[config.mk]
export PLATFORM = sky130hd
export DESIGN_NAME = fetch_unit_flat
export DESIGN_NICKNAME = d
export VERILOG_FILES = /design/src/rtl/riscv_pkg.sv /design/src/rtl/fetch_unit_if.sv /design/src/rtl/fetch_skid_buf.sv /design/src/rtl/fetch_unit.sv /design/src/flat_wrapper.sv
export SDC_FILE = /design/constraint.sdc
export NUM_CORES = 1
export LEC_CHECK = 0
export CAP_MARGIN = 10
export CORE_ASPECT_RATIO = 0.9
export CORE_MARGIN = 2
export CORE_UTILIZATION = 50
export DETAILED_ROUTE_END_ITERATION = 10
export GPL_TIMING_DRIVEN = 0
export MAX_ROUTING_LAYER = met4
export PLACE_DENSITY = 0.8
export SKIP_CTS_REPAIR_TIMING = 1
export SLEW_MARGIN = 20
export SYNTH_ARGS = -nofsm -noshare
export SYNTH_HDL_FRONTEND = slang
export SYNTH_SLANG_ARGS = --single-unit
[constraint.sdc]
create_clock -name clk -period 2.7 [get_ports clk]
set_clock_uncertainty 0.05 [all_clocks]
set_input_delay 0.27 -clock clk [delete_from_list [all_inputs] [get_ports clk]]
set_output_delay 0.27 -clock clk [all_outputs]
set_load 0.05 [all_outputs]
[src/rtl/riscv_pkg.sv]
// Shared fetch-stage types and constants.
// Imported by the fetch unit, its skid buffer and the bus interface.
package riscv_pkg;

  localparam logic [31:0] NOP_INSTR = 32'h0000_0013;
  localparam logic [31:0] PC_STEP   = 32'd4;

  typedef enum logic [1:0] {
    REQ,
    WAIT,
    HOLD,
    DROP
  } fetch_state_t;

endpackage

[src/rtl/fetch_unit_if.sv]
// Instruction memory request/response bus.
// master = fetch side, slave = memory side.
interface fetch_unit_if;

  logic        imem_req_valid;
  logic        imem_req_ready;
  logic [31:0] imem_addr;
  logic        imem_rsp_valid;
  logic [31:0] imem_rsp_data;

  modport master (
    output imem_req_valid,
    output imem_addr,
    input  imem_req_ready,
    input  imem_rsp_valid,
    input  imem_rsp_data
  );

  modport slave (
    input  imem_req_valid,
    input  imem_addr,
    output imem_req_ready,
    output imem_rsp_valid,
    output imem_rsp_data
  );

endinterface

[src/rtl/fetch_skid_buf.sv]
// One-entry {instr,pc} buffer holding a response
// that arrived while decode was stalled.
module fetch_skid_buf (
  input  logic        clk,
  input  logic        rst,
  input  logic        i_load,
  input  logic        i_clear,
  input  logic [31:0] i_instr,
  input  logic [31:0] i_pc,
  output logic        o_full,
  output logic [31:0] o_instr,
  output logic [31:0] o_pc
);

  logic        r_full;
  logic [31:0] r_instr;
  logic [31:0] r_pc;

  always_ff @(posedge clk or negedge rst) begin
    if (!rst) begin
      r_full  <= 1'b0;
      r_instr <= '0;
      r_pc    <= '0;
    end else if (i_clear) begin
      r_full  <= 1'b0;
    end else if (i_load) begin
      r_full  <= 1'b1;
      r_instr <= i_instr;
      r_pc    <= i_pc;
    end
  end

  assign o_full  = r_full;
  assign o_instr = r_instr;
  assign o_pc    = r_pc;

endmodule

[src/rtl/fetch_unit.sv]
// Instruction fetch stage: PC owner, single-outstanding
// imem fetch, stall hold and NOP bubble insertion.
module fetch_unit
  import riscv_pkg::*;
#(
  parameter logic [31:0] ResetPc  = 32'h0000_0000,
  parameter int          BitWidth = 32
) (
  input  logic                clk,
  input  logic                rst,
  input  logic                stall,
  input  logic                redirect_valid,
  input  logic [BitWidth-1:0] redirect_pc,
  fetch_unit_if.master        imem,
  output logic [BitWidth-1:0] instr,
  output logic [BitWidth-1:0] instr_pc,
  output logic                instr_valid
);

  fetch_state_t  r_state;
  fetch_state_t  w_next;
  logic [31:0]   r_pc;
  logic [31:0]   r_instr;
  logic [31:0]   r_instr_pc;
  logic          r_instr_valid;
  logic          r_armed;

  logic          w_rsp;
  logic          w_accept;
  logic          w_deliver;
  logic          w_from_buf;
  logic          w_load;
  logic          w_clear;
  logic          w_buf_full;
  logic [31:0]   w_buf_instr;
  logic [31:0]   w_buf_pc;

  assign w_rsp    = imem.imem_rsp_valid;
  assign w_accept = imem.imem_req_valid
                  & imem.imem_req_ready;

  always_ff @(posedge clk or negedge rst) begin
    if (!rst) r_state <= REQ;
    else      r_state <= w_next;
  end

  always_comb begin
    w_next = r_state;
    unique case (r_state)
      REQ: begin
        if (imem.imem_req_ready)
          w_next = redirect_valid ? DROP : WAIT;
      end
      WAIT: begin
        if (redirect_valid)
          w_next = w_rsp ? REQ : DROP;
        else if (w_rsp)
          w_next = stall ? HOLD : REQ;
      end
      HOLD: begin
        if (redirect_valid || !stall)
          w_next = REQ;
      end
      DROP: begin
        if (w_rsp) w_next = REQ;
      end
      default: w_next = REQ;
    endcase
  end

  always_comb begin
    imem.imem_req_valid = rst && (r_state == REQ);
    imem.imem_addr      = r_pc;
    w_deliver  = 1'b0;
    w_from_buf = 1'b0;
    w_load     = 1'b0;
    w_clear    = redirect_valid;
    if (!redirect_valid) begin
      unique case (r_state)
        WAIT: begin
          w_deliver = w_rsp && !stall;
          w_load    = w_rsp && stall;
        end
        HOLD: begin
          w_deliver  = w_buf_full && !stall;
          w_from_buf = 1'b1;
          w_clear    = !stall;
        end
        default: ;
      endcase
    end
  end

  fetch_skid_buf u_skid (
    .clk     (clk),
    .rst     (rst),
    .i_load  (w_load),
    .i_clear (w_clear),
    .i_instr (imem.imem_rsp_data),
    .i_pc    (r_pc),
    .o_full  (w_buf_full),
    .o_instr (w_buf_instr),
    .o_pc    (w_buf_pc)
  );

  always_ff @(posedge clk or negedge rst) begin
    if (!rst) begin
      r_pc          <= ResetPc;
      r_instr       <= NOP_INSTR;
      r_instr_pc    <= '0;
      r_instr_valid <= 1'b0;
    end else if (redirect_valid) begin
      r_pc          <= redirect_pc & ~32'd3;
      r_instr       <= NOP_INSTR;
      r_instr_valid <= 1'b0;
    end else if (w_deliver) begin
      r_pc          <= r_pc + PC_STEP;
      r_instr       <= w_from_buf ? w_buf_instr
                                  : imem.imem_rsp_data;
      r_instr_pc    <= w_from_buf ? w_buf_pc : r_pc;
      r_instr_valid <= 1'b1;
    end else if (!stall) begin
      r_instr       <= NOP_INSTR;
      r_instr_valid <= 1'b0;
    end
  end

  // Responses before the first post-reset request are pre-reset leftovers.
  always_ff @(posedge clk or negedge rst) begin
    if (!rst)          r_armed <= 1'b0;
    else if (w_accept) r_armed <= 1'b1;
  end

  a_rsp_protocol: assert property (
    @(posedge clk) disable iff (!rst || !r_armed)
    !(w_rsp && (r_state == REQ || r_state == HOLD))
  );

  assign instr       = r_instr;
  assign instr_pc    = r_instr_pc;
  assign instr_valid = r_instr_valid;

endmodule

[src/flat_wrapper.sv]
// flat-port wrapper written by rule: the top's interface ports become plain ports
module fetch_unit_flat import riscv_pkg::*;
#(
  parameter logic [31:0] ResetPc  = 32'h0000_0000,
  parameter int          BitWidth = 32
)
  (clk, rst, stall, redirect_valid, redirect_pc, instr, instr_pc, instr_valid, imem_imem_req_valid, imem_imem_addr, imem_imem_req_ready, imem_imem_rsp_valid, imem_imem_rsp_data);
  fetch_unit_if imem_i ();
  input  logic clk;
  input  logic rst;
  input  logic stall;
  input  logic redirect_valid;
  input  logic [BitWidth-1:0] redirect_pc;
  output logic [BitWidth-1:0] instr;
  output logic [BitWidth-1:0] instr_pc;
  output logic instr_valid;
  output wire logic [$bits(imem_i.imem_req_valid)-1:0] imem_imem_req_valid;
  output wire logic [$bits(imem_i.imem_addr)-1:0] imem_imem_addr;
  input wire logic [$bits(imem_i.imem_req_ready)-1:0] imem_imem_req_ready;
  input wire logic [$bits(imem_i.imem_rsp_valid)-1:0] imem_imem_rsp_valid;
  input wire logic [$bits(imem_i.imem_rsp_data)-1:0] imem_imem_rsp_data;
  assign imem_imem_req_valid = imem_i.imem_req_valid;
  assign imem_imem_addr = imem_i.imem_addr;
  assign imem_i.imem_req_ready = imem_imem_req_ready;
  assign imem_i.imem_rsp_valid = imem_imem_rsp_valid;
  assign imem_i.imem_rsp_data = imem_imem_rsp_data;
  fetch_unit #(.ResetPc(ResetPc), .BitWidth(BitWidth)) u_core (.clk(clk), .rst(rst), .stall(stall), .redirect_valid(redirect_valid), .redirect_pc(redirect_pc), .imem(imem_i), .instr(instr), .instr_pc(instr_pc), .instr_valid(instr_valid));
endmodule
==> Yosys cells after proc, flatten, opt, wreduce, memory -nomap -nowiden <==
Cells that the tools add are included.
{ "word_totals": {"reg_bits": 164, "in_bits": 70, "output_inout_bits": 98} }
{ "classes": {"add_sub_neg": 1, "n_eq_ne": 8, "mux": 29, "n_bitwise": 2, "n_reduce_logical": 12} }
{ "ops": {"columns": ["cell", "n"], "rows": [
  ["2-to-1 mux 32 bit", 7],
  ["adder 32 x 3 -> 32 bit, second input constant", 1],
  ["2-to-1 mux 2 bit", 8],
  ["2-to-1 mux 1 bit", 12],
  ["one-hot mux 2 bit (4 select lines)", 1],
  ["== test 2 bit, second input constant", 2],
  ["logical AND 1 bit", 4],
  ["inequality test 2 bit, second input constant", 2],
  ["AND reduction 2 bit", 2],
  ["AND reduction 4 bit", 1],
  ["nonzero test 2 bit", 2],
  ["inequality test 3 x 1 -> 1 bit, second input constant", 1],
  ["inequality test 3 bit, second input constant", 1],
  ["== test 2 x 1 -> 1 bit, second input constant", 1],
  ["logical NOT 2 bit", 1],
  ["inequality test 2 x 1 -> 1 bit, second input constant", 1],
  ["inverter 1 bit", 2],
  ["one-hot mux 1 bit (2 select lines)", 1],
  ["logical NOT 1 bit", 1],
  ["logical OR 1 bit", 1]
]} }

==> Depth between registers and ports, before layout <==
{ "depth": {"ltp_word": 6, "depth_mapped": 8, "depth_no_buf": 6} }

==> Cells and area by module <==
A second synthesis with hierarchy kept.
{ "hier_totals": {"cells_unflattened": 678, "hier_area_um2": 7721.2} }
{ "by_module_without_submodules": {"columns": ["module", "n_inst", "cells_per_inst", "area_per_inst_um2", "seq_area_each_um2"], "rows": [
  ["fetch_unit", 1, 539, 4987.3, 2431.1],
  ["fetch_skid_buf", 1, 139, 2733.9, 1626.6]
]} }

==> Worst setup path after synthesis <==
Ideal clock, no wire load.
{ "synth_timing": {"kind": "flip-flop to flip-flop", "start": "reg u_core.r_pc[7] (netlist: u_core.imem.imem_addr[7])", "end": "reg u_core.r_pc[31] (netlist: u_core.imem.imem_addr[31])", "arrival_ps": 2319, "t_required_ps": 2582, "setup_slack_ps": 263, "path_stages_with_launch": 8, "n_path_buf": 3, "period_less_slack_ps": 2437, "path_cell_list": "dfrtp_1 buf_2 nand3_2 or4_4 buf_6 buf_6 or4_1 nand3_1"} }
{ "synth_between": {"elab_chain_cells": 3} }
{ "synth_lines": {"columns": ["item", "line", "rtl"], "rows": [
  ["from (decl)", "fetch_unit.sv:22", "logic [31:0] r_pc;"],
  ["from (signal assigned)", "fetch_unit.sv:108", "r_pc <= ResetPc;"],
  ["from (signal assigned)", "fetch_unit.sv:113", "r_pc <= redirect_pc & ~32'd3;"],
  ["from (signal assigned)", "fetch_unit.sv:117", "r_pc <= r_pc + PC_STEP;"],
  ["adder 32 x 3 -> 32 bit", "fetch_unit.sv:117", null],
  ["2-to-1 mux 32 bit", "fetch_unit.sv:116", "end else if (w_deliver) begin"],
  ["2-to-1 mux 32 bit", "fetch_unit.sv:112", "end else if (redirect_valid) begin"]
]} }
Every way passes these cells. The select of a mux whose other input is x is not followed.
A chain may end at the register's enable or synchronous reset.

==> Worst setup path after layout <==
{ "layout_timing": {"start": "reg u_core.r_state[0]", "end": "reg u_core.r_pc[31] (netlist: u_core.imem.imem_addr[31])"} }
{ "layout_between": {"elab_chain_cells": 4, "elab_cells_between_ends": 5} }
{ "layout_lines": {"columns": ["item", "line", "rtl"], "rows": [
  ["from (decl)", "fetch_unit.sv:20", "fetch_state_t r_state;"],
  ["from (signal assigned)", "fetch_unit.sv:44", "else r_state <= w_next;"],
  ["== test 2 bit / == test 2 x 1 -> 1 bit (equally long branches)", "fetch_unit.sv:79", "unique case (r_state)"],
  ["one-hot mux 1 bit (2 select lines) (*)", "fetch_unit.sv:79", null],
  ["2-to-1 mux 1 bit (*)", "fetch_unit.sv:78", "if (!redirect_valid) begin"],
  ["nonzero test 2 bit (no line) (*)", null, null]
]} }
Every way passes the cells marked *; elsewhere a longest branch is shown, timed or not.

==> impl_summary.md <==
Status
The flow ran to the end, but the final reports show violations. The checks that failed: negative hold slack.

Final layout
The ratio of cells with drive above 1 in the final layout is 0.132. The number of antenna repair diodes is 0. The synthesis-to-finish area growth is 34.2%. The final net count is 925.

Yosys
The share of flip-flops with an asynchronous set or reset is 1.00. The commonest cells after synthesis are dfrtp_1 (155), nand2_1 (64), mux2_2 (62). After technology mapping, the gate count stands at 666. The count of synthesis-stage warnings from yosys is 0. The synthesized design contains 0 enable-type register cells. For this run, the leading register cell type out of synthesis is dfrtp_1.

The library cell with the largest summed area after synthesis is dfrtp_1. The count of distinct cell types in the synthesized netlist is 47. The netlist area before placement is 0.00721 mm2. The synthesized flop and latch total is 158. The share of the Yosys chip area taken by registers is 0.549.

The share of Yosys cell area claimed by the top area cell type is 0.538. By area the synthesized netlist is led by dfrtp_1 (54%), mux2_2 (9.7%), mux2i_1 (5.0%), nand2_1 (3.3%), o21ai_0 (3.1%). The most common cell in the synthesized netlist is dfrtp_1. The mean cell area of the mapped netlist is 10.8 um2.

GRT
The wire length of the first global-routing pass is 31,400 um. The total global-route track usage is 0.269. For this run, global-route usage on met1 was measured as 0.359. The initial antenna violation count is 0. The met2 capacity usage during global routing is 0.417.

In this run the most used layer during global routing was met2. For met3 alone, demand over resource in global routing was 0.0441. The residual overflow from global routing is 0. The number of global-route vias before repair is 6,154.

The maximum number of pins on one net before global-route repair is 86.

Power
The fraction of power spent switching nets is 0.382. The internal power of the cells totals 0.00600 W. The combinational cell fraction of total power is 0.384. Summed over all cells, the static leakage comes to 4.12 nW. Of the total power, the clock network draws 0.236. The maximum vdd ir drop is 0.674 mV.

The power density of the placed cells is 1000 mW/mm2. The register share of total power is 0.380. The net switching power is 0.00371 W.

Placement
During placement, the flow inserted port buffers numbering 160. The HPWL reported at the end of detailed placement is 14,100 um. The global placer's final weighted congestion is 0.890. Timing analysis after detailed placement gives a worst setup slack of -0.209 ns.

Floorplan
The die is 131 um wide. The placement row count is 41. The I/O pin total is 168. The initial core utilization is 0.513. The floorplan step defined a die boundary enclosing 0.0154 mm2. The floorplan step defined a core boundary enclosing 0.0141 mm2. The vertical die dimension is 118 um.

Timing
Setup violations remaining at the end of the flow were counted as 0. Setup repair after global routing left no endpoint under its margin. The count of endpoints failing hold in the final timing report is 84.

Counting I/O delays and the setup requirement, the final critical path takes 2.50 ns. The relative slew slack is 0.447. The final-report max-slew violation count is 0. The accumulated negative setup slack is 0 ns. The actual transition at the worst max-transition pin is 0.829 ns.

Across all setup checks in the final design, the least slack found is 0.195 ns. The worst hold slack after final layout is -0.237 ns. The share of the clock period used by the worst path after layout is 0.928. Based on the critical path, the design can be clocked at up to 0.399 GHz.

Drt
The per-cell via count in the routed design is 5.78. For this block, the initial DRC count from the detailed router was 447. The total routed wirelength is 19,500 um. For this run, design rule violations remaining after detail routing come to 0. Summing over every cut layer, the via total after detailed routing is 6,095. Before antenna repair, the detailed router went through 6 iterations. The number of routed nets with antenna violations is 0. The routed wire length per instance is 18.5 um.

Clocking
The number of clock buffers added by TritonCTS is 17. The longest clock path from root to sink contains 2 buffers. The later pin in the worst-skew pair is clocked with a latency of 0.43 ns.

TritonCTS built the clock tree. Counting every sink on the clock net gives 158. The CTS root buffer is clkbuf_16. Clock-pin slew was measured on the worst setup and hold paths at 0.06 ns. The deepest level of the CTS H-tree is 4.

Hold path
The classification of the worst-slack hold path is in -> async.

Critical path
STA classifies the critical path endpoint as a flop. The category of the critical setup timing path is reg -> reg. The required time reported for the critical path endpoint is 3.01 ns. The kind of start point of the critical path is a flop.

At the worst endpoint, the arrival time is 2.81 ns. Of all nets on the critical path, the largest fanout is 9.

Flow run
The max capacitance violation total is 0.
[power groups by stage]
stage	combinational, W	clock (W)	sequential [W]
after CTS	0.00373	0.00231	0.00368
final	0.00372	0.00229	0.00369
after detailed placement	0.00371	0	0.00371
after global routing	0.00398	0.00241	0.00378
after global placement	0.00359	0	0.00365
after floorplan	0.00137	0	0.00474
[layer usage]
metal,vias up,wire length [um]
met1,3033,8500
li1,2796,-
met5,-,0
met3,36,1080
met4,0,409
met2,230,9500
[final cells by class]
cell class                 instances  area, um2
fill                            1069       4370
sequential                       158       3960
multi-input combinational        452       3030
timing repair buffer             161       1630
clock buffer                      20        437
tap                              193        241
buffer                            50        228
clock inverter                    12        121
inverter                           9       33.8
[metrics by stage]
| step | power (W) | area, um2 | std cells | util |
|---|---|---|---|---|
| 6_report | 0.00971 | 9680 | 1055 | 0.689 |
| 3_3_place_gp | 0.00724 | 9070 | 1022 | 0.645 |
| 4_1_cts | 0.00972 | 9660 | 1055 | 0.688 |
| 5_1_grt | 0.0102 | 9680 | 1055 | 0.689 |
| 2_1_floorplan | 0.00611 | 7230 | 669 | - |
| 3_5_place_dp | 0.00743 | 9110 | 1023 | 0.648 |
[worst max-delay path: stages, from the launching register on]
cell and delay [ns]:
dfrtp_1 0.38, inv_1 0.10, ha_1 0.21, buf_4 0.17
mux2i_4 0.24, or4_1 0.67, or4_1 0.55, nand3_1 0.08
[sequential cells by signal, indices dropped and copies added, names as in the netlist]
register               cells
u_core.instr_pc           30
u_core.u_skid.o_instr     32
u_core.u_skid.o_full       1
u_core.r_state             2
u_core.imem.imem_addr     30
u_core.u_skid.o_pc        30
u_core.instr              32
u_core.instr_valid         1
[kinds of logic (layout without fill, tap and decap cells)]
group                      Yosys count  in the layout  synth area share
buffers and inverters               59            252            0.0362
AOI/OAI and AO/OA                  145            145             0.116
other                                1              4          0.000520
muxes                               98             98             0.147
and+or+nand+nor                    190            190             0.130
DFF                                158            158             0.549
adders and majority gates            6              6            0.0104
xor gates and xnor gates             9              9            0.0109
[cell usage in the layout (no fill, tap or decap), types with 2 or more instances in the layout]
| cell type | n |
|---|---|
| mux2i_1 | 35 |
| a31oi_1 | 12 |
| o22ai_1 | 28 |
| buf_2 | 5 |
| buf_6 | 2 |
| o21ai_0 | 44 |
| and4_1 | 4 |
| clkinv_2 | 6 |
| and2_1 | 2 |
| dfstp_2 | 3 |
| or4_1 | 21 |
| xnor2_1 | 6 |
| mux2_2 | 62 |
| a221oi_1 | 2 |
| a21oi_1 | 36 |
| xor2_1 | 3 |
| or3_1 | 4 |
| nor2b_1 | 4 |
| inv_1 | 8 |
| bufinv_16 | 2 |
| o21ai_1 | 3 |
| nand2_1 | 64 |
| conb_1 | 4 |
| ha_1 | 6 |
| o211ai_1 | 6 |
| clkinvlp_4 | 3 |
| clkbuf_16 | 17 |
| nand4_1 | 12 |
| nor2_1 | 47 |
| nor4_1 | 3 |
| buf_4 | 5 |
| buf_1 | 4 |
| dfrtp_1 | 155 |
| clkbuf_1 | 37 |
| nand3_1 | 17 |
| o31ai_1 | 11 |
| clkdlybuf4s50_1 | 159 |
[path summary, 6_finish.rpt]
check / start / to / slack, ns / cells after the start
hold / removal: rst / u_core.instr_pc[15]$_DFFE_PN0P_ / -0.24 / 1
max in group asynchronous: rst / u_core.instr[0]$_DFFE_PN1P_ / 2.00 / 2
setup / recovery: u_core.r_state[0]$_DFFE_PN0P_ / u_core.imem.imem_addr[31]$_DFFE_PN0P_ / 0.20 / 7
min in group clk: redirect_valid / u_core.imem.imem_addr[12]$_DFFE_PN0P_ / 0.27 / 3
hold reg to reg: u_core.instr[3]$_DFFE_PN0P_ / u_core.instr[3]$_DFFE_PN0P_ / 0.43 / 2
setup reg to reg: u_core.r_state[0]$_DFFE_PN0P_ / u_core.imem.imem_addr[31]$_DFFE_PN0P_ / 0.20 / 7
(Power assumes the default switching activity.)
